$ cat src/rtl/fib_bcd_converter_pkg.sv
// Shared definitions for the fibonacci BCD conversion stage:
// FSM state encodings and the default widths used by both core and converter.
package fib_bcd_converter_pkg;

   localparam logic [1:0] ST_IDLE  = 2'd0;
   localparam logic [1:0] ST_SHIFT = 2'd1;
   localparam logic [1:0] ST_DONE  = 2'd2;

   localparam int DEF_IN_SIZE = 32;
   localparam int DEF_DIGITS  = 10;

endpackage

$ cat src/rtl/fib_bcd_converter_bcd_digit_adj.sv
// Double-dabble digit correction: add 3 to a BCD digit of 5 or more so the
// following left shift carries correctly into the next decimal digit.
module bcd_digit_adj (
   input  logic [3:0] d_i,
   output logic [3:0] d_o
);

   always_comb begin
      d_o = d_i;
      if (d_i >= 4'd5) begin
         d_o = d_i + 4'd3;
      end
   end

endmodule

$ cat src/rtl/fib_bcd_converter.sv
// Iterative binary-to-packed-BCD converter (one double-dabble shift per clock),
// captured on the rising edge of the upstream level valid, output via valid/ready.
module fib_bcd_converter
   import fib_bcd_converter_pkg::*;
#(
   parameter int in_size = DEF_IN_SIZE,
   parameter int digits  = DEF_DIGITS
) (
   input  logic                  clk,
   input  logic                  rst,
   input  logic                  in_valid,
   input  logic [in_size-1:0]    in_data,
   output logic                  busy,
   output logic                  out_valid,
   input  logic                  out_ready,
   output logic [4*digits-1:0]   bcd,
   output logic                  dropped
);

   localparam int BW = 4 * digits;
   localparam int CW = $clog2(in_size + 1);
   localparam logic [CW-1:0] LAST_CNT = CW'(in_size - 1);

   logic [1:0]          state_q, state_d;
   logic                in_valid_dly_q;
   logic [in_size-1:0]  bin_q, bin_d;
   logic [BW-1:0]       bcd_q, bcd_d;
   logic [CW-1:0]       cnt_q, cnt_d;
   logic                out_valid_q, out_valid_d;
   logic                busy_q, busy_d;
   logic                dropped_q, dropped_d;

   logic                rise;
   logic                capture;
   logic [BW-1:0]       bcd_adj;
   logic [BW+in_size-1:0] shifted;

   for (genvar g = 0; g < digits; g++) begin : g_adj
      bcd_digit_adj u_adj (
         .d_i (bcd_q[4*g +: 4]),
         .d_o (bcd_adj[4*g +: 4])
      );
   end

   assign shifted = {bcd_adj, bin_q} << 1;
   assign rise    = in_valid & ~in_valid_dly_q;
   // A completing transfer and a new edge on the same clock start the next conversion directly.
   assign capture = rise & ((state_q == ST_IDLE) | ((state_q == ST_DONE) & out_ready));

   always_comb begin
      state_d     = state_q;
      bin_d       = bin_q;
      bcd_d       = bcd_q;
      cnt_d       = cnt_q;
      out_valid_d = out_valid_q;
      busy_d      = busy_q;
      dropped_d   = dropped_q;

      case (state_q)
         ST_IDLE: begin
         end
         ST_SHIFT: begin
            bcd_d = shifted[BW+in_size-1:in_size];
            bin_d = shifted[in_size-1:0];
            cnt_d = cnt_q + CW'(1);
            if (rise) begin
               dropped_d = 1'b1;
            end
            if (cnt_q == LAST_CNT) begin
               state_d     = ST_DONE;
               out_valid_d = 1'b1;
            end
         end
         ST_DONE: begin
            if (out_ready) begin
               out_valid_d = 1'b0;
               busy_d      = 1'b0;
               state_d     = ST_IDLE;
            end else if (rise) begin
               dropped_d = 1'b1;
            end
         end
         default: begin
            state_d = ST_IDLE;
         end
      endcase

      if (capture) begin
         state_d = ST_SHIFT;
         bin_d   = in_data;
         bcd_d   = '0;
         cnt_d   = '0;
         busy_d  = 1'b1;
      end
   end

   always_ff @(posedge clk) begin
      if (rst) begin
         state_q        <= ST_IDLE;
         in_valid_dly_q <= 1'b0;
         bin_q          <= '0;
         bcd_q          <= '0;
         cnt_q          <= '0;
         out_valid_q    <= 1'b0;
         busy_q         <= 1'b0;
         dropped_q      <= 1'b0;
      end else begin
         state_q        <= state_d;
         in_valid_dly_q <= in_valid;
         bin_q          <= bin_d;
         bcd_q          <= bcd_d;
         cnt_q          <= cnt_d;
         out_valid_q    <= out_valid_d;
         busy_q         <= busy_d;
         dropped_q      <= dropped_d;
      end
   end

   assign busy      = busy_q;
   assign out_valid = out_valid_q;
   assign bcd       = bcd_q;
   assign dropped   = dropped_q;

endmodule

$ cat config.mk
export PLATFORM = sky130hd
export DESIGN_NAME = fib_bcd_converter
export DESIGN_NICKNAME = d
export VERILOG_FILES = /design/src/rtl/fib_bcd_converter_pkg.sv /design/src/rtl/fib_bcd_converter_bcd_digit_adj.sv /design/src/rtl/fib_bcd_converter.sv
export SDC_FILE = /design/constraint.sdc
export NUM_CORES = 1
export LEC_CHECK = 0
export ABC_CLOCK_PERIOD_IN_PS = 1700
export CAP_MARGIN = 20
export CORE_ASPECT_RATIO = 1.4
export CORE_MARGIN = 2
export CORE_UTILIZATION = 30
export CTS_BUF_LIST = sky130_fd_sc_hd__clkbuf_4 sky130_fd_sc_hd__clkbuf_8 sky130_fd_sc_hd__clkbuf_16
export CTS_CLUSTER_DIAMETER = 50
export DETAILED_ROUTE_END_ITERATION = 10
export PLACE_DENSITY = 0.5
export SLEW_MARGIN = 20
export SYNTH_ARGS = -nofsm -noshare
export SYNTH_HDL_FRONTEND = slang
export SYNTH_SLANG_ARGS = --single-unit
$ cat constraint.sdc
create_clock -name clk -period 1.7 [get_ports clk]
set_clock_uncertainty 0.2 [all_clocks]
set_input_delay 0.34 -clock clk [delete_from_list [all_inputs] [get_ports clk]]
set_output_delay 0.34 -clock clk [all_outputs]
set_load 0.02 [all_outputs]
Word-level counts from Yosys, hierarchy flattened
Cells that the tools add are included.
- equal/unequal tests: 9
- magnitude comparators: 10
- reductions and logical operators: 11
- $add $sub $neg: 11
- bitwise operators: 6
- muxes and demuxes: 24
- operator list (operator ; count):
    $mux 32 ; 2
    $ge 4x3->1 const B ; 10
    $add 4x2->4 const B ; 9
    $mux 4 ; 9
    $reduce_and 3->1 ; 3
    $ne 2x2->1 const B ; 4
    $reduce_bool 2->1 ; 4
    $mux 1 ; 7
    $add 6x1->6 const B ; 1
    $eq 6x5->1 const B ; 1
    $ne 3x3->1 const B ; 2
    $pmux 2 s3 ; 1
    $mux 2 ; 2
    $pmux 1 s2 ; 2
    $reduce_and 2->1 ; 2
    $add 3x2->3 const B ; 1
    $and 1x1->1 ; 3
    $mux 3 ; 1
    $eq 2x1->1 const B ; 1
    $eq 2x2->1 const B ; 1
    $logic_not 2->1 ; 1
    $not 1->1 ; 2
    $reduce_or 2->1 ; 1
    $or 1x1->1 ; 1
- input bits: 36
- word-level logic and storage cells: 80
- register bits: 84
- output and inout port bits: 43

Depth between registers and ports, before layout
Gate-level depths: netlist of run 1.
- depth after elaboration: 6
- depth in mapped cells: 7
- mapped depth without buffers: 6

Hierarchy
A second synthesis of run 1 with hierarchy kept.
- cell total of the unflattened synthesis: 574
- area total of the unflattened synthesis: 4491.8 um2
- modules (own cells, without submodules) (module ; cells each ; area an instance (um2) ; times used):
    fib_bcd_converter ; 414 ; 3478.3 ; 1
    bcd_digit_adj ; 16 ; 101.3 ; 10

Worst setup path after synthesis of run 1
No wires, ideal clock.
- path kind: register to register
- start: register bcd_q[1], in the netlist bcd[1]
- end: register bcd_q[2], in the netlist bcd[2]
- setup slack: -154 ps
- stages on the path, launching flop included: 7
- path buffers: 0
- arrival: 1568 ps
- required time: 1414 ps
- clock period less this slack: 1854 ps
- path through: dfxtp_1 > inv_1 > ha_1 > nand2b_1 > a21oi_1 > mux2_2 > a211oi_1
- longest elaborated chain between the ends: 2
- elaborated cells between the ends (all ways): 3
- classes of those cells: add/sub: 1; order compare: 1; mux: 1
- RTL lines (what ; line ; source):
    from (decl) ; fib_bcd_converter.sv:27 ; logic [BW-1:0] bcd_q, bcd_d;
    from (signal assigned) ; fib_bcd_converter.sv:102 ; bcd_q <= '0;
    from (signal assigned) ; fib_bcd_converter.sv:111 ; bcd_q <= bcd_d;
    $add 4x2->4 / $ge 4x3->1 (equally long branches) ; fib_bcd_converter_bcd_digit_adj.sv:11, fib_bcd_converter_bcd_digit_adj.sv:10 ;
    $mux 4 * ; fib_bcd_converter_bcd_digit_adj.sv:10 ; if (d_i >= 4'd5) begin
Every way passes the cells marked *; elsewhere a longest branch is shown, timed or not.
A chain may end at the register's enable or synchronous reset.

Worst setup path after layout of run 1
- start: register bcd_q[1], in the netlist bcd[1]
- end: output bcd[1]
- RTL lines (what ; line ; source):
    to (decl) ; fib_bcd_converter.sv:16 ; output logic [4*digits-1:0] bcd,
No word-level cell between the ends.

==> summary.md, run 1 <==
| Metric | Value |
|---|---|
| Clock buffer depth | `2` |
| R2r worst-path depth | `6` |
| Starting Density | `30.8%` |
| Ports | `79` |
| Crit Path Category | `flip-flop to output pin` |
| Die Area | `14700 um^2` |
| Final Hold Viols | `0` |
| Top-count cell post-synth | `dfxtp_1` |
| Yosys top cell area share | `40.7%` |
| Total GRT Usage | `approximately 15%` |
| Tcrit/Tclk final | `97.9%` |
| Max rail drop VDD | `452 uV` |
| Mapped Nets | `535` |
| Post-synthesis async set-or-reset flop share | `0%` |
| Mean Syn Cell Area | `8.64 um^2` |
| Sink Count | `84` |
| Largest cells by area after synthesis | `dfxtp_1 41%, a21oi_1 8.2%, ha_1 6.4%, a22oi_1 5.6%, a211oi_1 4.5%` |
| Synth Cell Area | `4130 um^2` |
| Critical Path Source | `bcd[1]` |
| Mean routed wirelength per cell | `about 14 um` |
| Worst Path Required | `1.16 ns` |
| Fin crit period | `1.67 ns` |
| Area after DPL | `5700 um^2` |
| CP Max Fanout | `2` |
| Fin nets | `667` |
| Number of global-route vias before repair | `3889` |
| Die extent in x | `103 um` |
| Final setup vio count | `0` |
| Outcome | `finished clean` |
| Slew at the pin closest to its max-slew limit | `0.438 ns` |
| Num rows | `50` |
| Inserted Clock Buffers | `9` |
| Worst Hold Class | `input port to flip-flop` |
| Syn Inst Count | `478` |
| Reg2reg setup slack | `0.03 ns` |
| Multi-input gate area | `2560 um^2` |
| Synthesis Warnings | `0` |
| Fillcell total | `1346` |
| CORE AREA | `13400 um^2` |
| Final WL | `11.3 mm` |
| Grt ovf | `0` |
| Setup TNS | `0 ns` |
| CP Launch Type | `flip-flop` |
| Detailed Routing Iterations Pass 1 | `5` |
| Worst EP arrival | `1.13 ns` |
| First-pass GRT wire length | `approximately 18 mm` |
| Post-Place Cells | `776` |
| Reg area | `1730 um^2` |
| Clock latency on the worst-skew pair | `roughly 0.33 ns` |
| Final GP Congestion | `just over 0.7` |
| Share of cells above drive strength 1 | `31.7%` |
| Critical R2R Capture | `bcd[34]` |
| Peak Freq | `601 MHz` |
| Unrepaired setup endpoints after global routing | `true` |
| Final HPWL DP | `just over 7 mm` |
| Pleak | `around 2.5 nW` |
| Main synth FF type | `dfxtp_1` |
| R2R Path Start | `bcd[33]` |
| Largest area contributor in the netlist | `dfxtp_1` |
| Area growth syn-to-layout | `54.3%` |
| Number of distinct library cells after synthesis | `36` |
| Post-DRT Antenna Nets | `0` |
| Port bufs | `78` |
| Critical path endpoint category | `output pin` |
| Slew headroom | `70.5%` |
| DR vias/cell | `5.11` |
| Pins over their slew limit | `0` |
| Initial DRC count | `112` |
| Antenna violations before repair | `0` |
| Non-Filler Instances | `797` |
| CTS tree | `done` |
| Worst setup path endpoint | `bcd[1]` |
| Number of max-cap violations | `0` |
| Number of synthesized register bits | `84` |
| Pin count of the biggest net entering global routing | `44` |
| Clk pin slew, worst setup/hold paths | `0.07 ns` |
| Pwr per Cell Area | `824 nW/um^2` |
| ANT cells | `0` |
| Clock root buffer | `clkbuf_16` |
| Htree depth | `3` |
| Post-synthesis sequential area ratio | `a little over 40%` |
| DRC Markers | `0` |
| Final Instance Area | `roughly 6400 um^2` |
| EDFF count, synth | `0` |
| Routed vias | `slightly above 4000` |
| Die Y | `143 um` |
| Most frequent cells after synthesis | `84 x dfxtp_1, 68 x a21oi_1, 41 x nand2_1` |
-- sequential cells by signal (all words and copies together), names as in the netlist --
register        cells
cnt_q               6
out_valid           1
bcd                40
busy                1
in_valid_dly_q      1
bin_q              32
state_q             2
dropped             1
-- where the power goes --
| part | internal, mW | leakage, nW | switching, mW |
|---|---|---|---|
| Combinational | 0.501 | 1.61 | 0.520 |
| Clock | 1.25 | 0.157 | 0.854 |
| Sequential | 2.05 | 0.696 | 0.0657 |
| Total | 3.81 | 2.46 | 1.44 |
-- cells by family after synthesis --
logic type / Yosys count / share of synthesized area, %
XOR/XNOR: 5 / 1.06
buffers and inverters: 53 / 6.67
AND/OR/NAND/NOR: 126 / 14.8
multiplexers: 10 / 2.73
AO/OA/AOI/OAI: 179 / 27.7
flip-flops: 84 / 40.7
adder cells (fa/ha/maj): 21 / 6.36
-- per-layer routing --
layer,routed length [um],track usage (%)
met3,480,3.48
met5,0,0
met2,5950,27.2
met4,134,4.22
met1,4720,17.6
-- worst min-delay path by stage --
stage / start / endpoint / slack, ns / cells past startpoint
after detailed placement: bin_q[11] / bin_q[12] / 0.24 / 2
after floorplan: bin_q[31] / bcd[0] / 0.22 / 2
after CTS: bin_q[11] / bin_q[12] / 0.25 / 2
after global placement: bin_q[31] / bcd[0] / 0.23 / 2
after global routing: in_valid / in_valid_dly_q / 0.08 / 2
final: in_valid / in_valid_dly_q / 0.06 / 2
-- cell type report --
class,count,area share (%)
Timing Repair Buffer,153,22.6
Inverter,21,1.36
Clock buffer,10,3.93
Tap cell,182,3.57
Clock inverter,6,1.18
Multi-Input combinational cell,341,40.2
Sequential cell,84,27.1
-- timing repair --
item | CTS | global route
resized for setup | 70 | 58
buffers inserted | 0 | 2
pin swaps | 1 | 19
endpoints found under the setup margin | 59 | 78
cloned | 2 | 1
hold buffers | 0 | 0
-- cell usage in the layout, fill, tap and decap left out, drive strengths merged, types with 21 or more instances in the layout --
master / instances
a211oi: 27
a21oi: 68
a22oi: 31
buf: 74
clkdlybuf4s50: 33
dfxtp: 84
dlygate4sd2: 39
ha: 21
inv: 24
nand2: 41
nor2: 38
-- stage by stage --
stage               hold WS [ns]  total power, mW  util [%]  setup WS, ns
floorplan                  0.222             2.68         -       0.00596
global placement           0.234             3.07      42.6        -0.353
detailed placement         0.243             3.08      42.6        -0.401
CTS                        0.255             5.26      45.8       -0.0333
global route              0.0808             5.51      47.6       -0.0366
finish                    0.0628             5.25      47.6        0.0350
-- critical path, cell delays in order, from the launching register on --
cell	delay [ns]
dfxtp_4	0.35
buf_4	0.13
dlygate4sd2_1	0.31
Note: power is estimated with default switching activity, not from simulation.
==> run 2: changes to the inputs <==
--- a/config.mk
+++ b/config.mk
@@ -13,6 +13,7 @@
 export CTS_BUF_LIST = sky130_fd_sc_hd__clkbuf_4 sky130_fd_sc_hd__clkbuf_8 sky130_fd_sc_hd__clkbuf_16
 export CTS_CLUSTER_DIAMETER = 50
 export DETAILED_ROUTE_END_ITERATION = 10
+export MAX_ROUTING_LAYER = met4
 export PLACE_DENSITY = 0.5
 export SLEW_MARGIN = 20
 export SYNTH_ARGS = -nofsm -noshare
==> run 2 against run 1 <==
  * Worst hold slack improved by 0.0013 ns
  * Non-clock buffer count did not move
  * Count of clock-buffer cells in the layout did not move
  * Setup slack improved by 0.0014 ns
  * Combinational power barely moved
  * Clock power barely moved
  * Flip-flop and latch count did not move
  * First-iteration DRC count did not move
  * Die area did not move
  * Critical path type unchanged
  * Critical endpoint unchanged
  * Highest routed layer unchanged
==> summary.md, run 2 (same netlist as run 1, synthesis figures left out) <==
| Metric | Value |
|---|---|
| CP max-delay cell | `dfxtp_4 (unchanged)` |
| Post-DRT Antenna Nets | `0 (unchanged)` |
| Multi-input gate area | `2560 um^2 (unchanged)` |
| Clk pin slew, worst setup/hold paths | `0.07 ns (about the same)` |
| Die extent in x | `103 um (unchanged)` |
| Detailed Routing Iterations Pass 1 | `5 (unchanged)` |
| Non-Filler Instances | `797 (unchanged)` |
| Total GRT Usage | `15.6% (was 15.1%)` |
| Dpl ws | `-0.401 ns (unchanged)` |
| Max rail drop VDD | `454 uV (was 452 uV)` |
| Crit Path Category | `flip-flop to output pin (unchanged)` |
| Critical-path cell list | `buf_4 -> dlygate4sd2_1 (unchanged)` |
| Buf+Inv Stages, Crit Path | `2 (unchanged)` |
| Num rows | `50 (unchanged)` |
| Worst EP arrival | `1.12 ns (was 1.13 ns)` |
| DRC Markers | `0 (unchanged)` |
| Clock buffer depth | `2 (unchanged)` |
| Initial DRC count | `112 (unchanged)` |
| Slack of the critical path | `0.0364 ns (was 0.0350 ns)` |
| Commonest non-fill, non-tap cells in the layout | `65 x buf_4, 64 x dfxtp_1, 59 x a21oi_1 (unchanged)` |
| Max reg flops | `40 (unchanged)` |
| CTS tree | `done (unchanged)` |
| Area after DPL | `5700 um^2 (unchanged)` |
| Share of cells above drive strength 1 | `31.7% (unchanged)` |
| Port bufs | `78 (unchanged)` |
| First-pass GRT wire length | `18.0 mm (about the same)` |
| Peak Freq | `601 MHz (about the same)` |
| Die Area | `14700 um^2 (unchanged)` |
| Fin nets | `667 (unchanged)` |
| Ports | `79 (unchanged)` |
| Final setup vio count | `0 (unchanged)` |
| Clock root buffer | `clkbuf_16 (unchanged)` |
| Hold Slack | `0.0642 ns (was 0.0628 ns)` |
| Die Y | `143 um (unchanged)` |
| Number of global-route vias before repair | `3882 (was 3889)` |
| Antenna violations before repair | `0 (unchanged)` |
| Commonest non-fill, non-tap cell in the layout | `buf_4 (unchanged)` |
| Fin crit period | `1.66 ns (was 1.67 ns)` |
| Pins over their slew limit | `0 (unchanged)` |
| CORE AREA | `13400 um^2 (unchanged)` |
| DR vias/cell | `5.12 (was 5.11)` |
| Pin count of the biggest net entering global routing | `44 (unchanged)` |
| Tcrit/Tclk final | `97.9% (about the same)` |
| Grt ovf | `0 (unchanged)` |
| CP Launch Type | `flip-flop (unchanged)` |
| Slew at the pin closest to its max-slew limit | `0.438 ns (unchanged)` |
| Final HPWL DP | `7.21 mm (unchanged)` |
| Core Util, Final | `47.6% (unchanged)` |
| Worst Hold Class | `input port to flip-flop (unchanged)` |
| Worst path top cell family by delay | `buffers and inverters (unchanged)` |
| Sink Count | `84 (unchanged)` |
| Final GP Congestion | `0.733 (was 0.724)` |
| CP Max Fanout | `2 (unchanged)` |
| Unrepaired setup endpoints after global routing | `true (unchanged)` |
| Starting Density | `30.8% (unchanged)` |
| Outcome | `finished clean (unchanged)` |
| Pleak | `2.46 nW (unchanged)` |
| Pwr per Cell Area | `824 nW/um^2 (about the same)` |
| Fillcell total | `1346 (unchanged)` |
| Mean routed wirelength per cell | `14.2 um (about the same)` |
| Htree depth | `3 (unchanged)` |
| Clock latency on the worst-skew pair | `0.33 ns (about the same)` |
| Quantity of hold-fixing buffers added after cts | `0 (unchanged)` |
| Critical path endpoint category | `output pin (unchanged)` |
| Final Instance Area | `6370 um^2 (unchanged)` |
| Post-Place Cells | `776 (unchanged)` |
| Inserted Clock Buffers | `9 (unchanged)` |
| Reg area | `1730 um^2 (unchanged)` |
| Area growth syn-to-layout | `54.3% (unchanged)` |
| ANT cells | `0 (unchanged)` |
| Routed vias | `4083 (was 4075)` |
| Final WL | `11.3 mm (about the same)` |
| Final Hold Viols | `0 (unchanged)` |
| Worst Path Required | `1.16 ns (about the same)` |
| CP peak stage delay | `0.35 ns (about the same)` |
| Number of max-cap violations | `0 (unchanged)` |
| Slew headroom | `70.5% (unchanged)` |
-- run 2: worst register-to-register path, delay by kind of cell (launching register included) --
| family | cells | cell delay, ns |
|---|---|---|
| AND/OR/NAND/NOR | 1 | 0.16 |
| multiplexers | 1 | 0.32 |
| AO/OA/AOI/OAI | 2 | 0.34 |
| buffers and inverters | 1 | 0.05 |
| adder cells (fa/ha/maj) | 1 | 0.15 |
| flip-flops | 1 | 0.37 |
-- run 2: per-layer routing --
layer | part of all wire, % | up-vias | GRT usage [%]
li1 | - | 2016 | -
met1 | 43 | 1972 | 17.9
met2 | 52 | 84 | 27.2
met3 | 3.8 | 11 | 3.13
met4 | 1.5 | 0 | 4.22
met5 | 0 | - | -
-- run 2: per-stage QoR --
stage / total power, mW / TNS (ns)
after detailed placement: 3.08 / -25.63
after floorplan: 2.68 / 0
after global routing: 5.51 / -0.0776
final: 5.25 / 0
after CTS: 5.26 / -0.226
after global placement: 3.07 / -25.15
-- run 2: final timing paths --
check	start	endpoint	slack [ns]	cells after the start
worst max-delay path	bcd[1]	bcd[1]	0.04	2
worst min-delay path	in_valid	in_valid_dly_q	0.06	2
worst max register to register	bcd[33]	bcd[34]	0.04	6
worst min register to register	bin_q[26]	bin_q[27]	0.25	2
-- run 2: power by group --
group	total [mW]	leakage, nW	switching [mW]	internal [mW]
logic	1.02	1.61	0.520	0.501
registers	2.12	0.696	0.0659	2.05
clock network	2.11	0.157	0.858	1.25
-- run 2: repair_timing --
item,4_1_cts,5_1_grt
cloned,2,1
gates resized for setup,70,58
setup endpoints to repair,59,78
pin swaps,1,19
setup buffers,0,2
-- run 2: final cells by class --
cell class                 instances  share of cell area [%]
sequential                        84                    27.1
timing repair buffer             153                    22.6
inverter                          21                    1.36
multi-input combinational        341                    40.2
clock buffer                      10                    3.93
tap                              182                    3.57
clock inverter                     6                    1.18
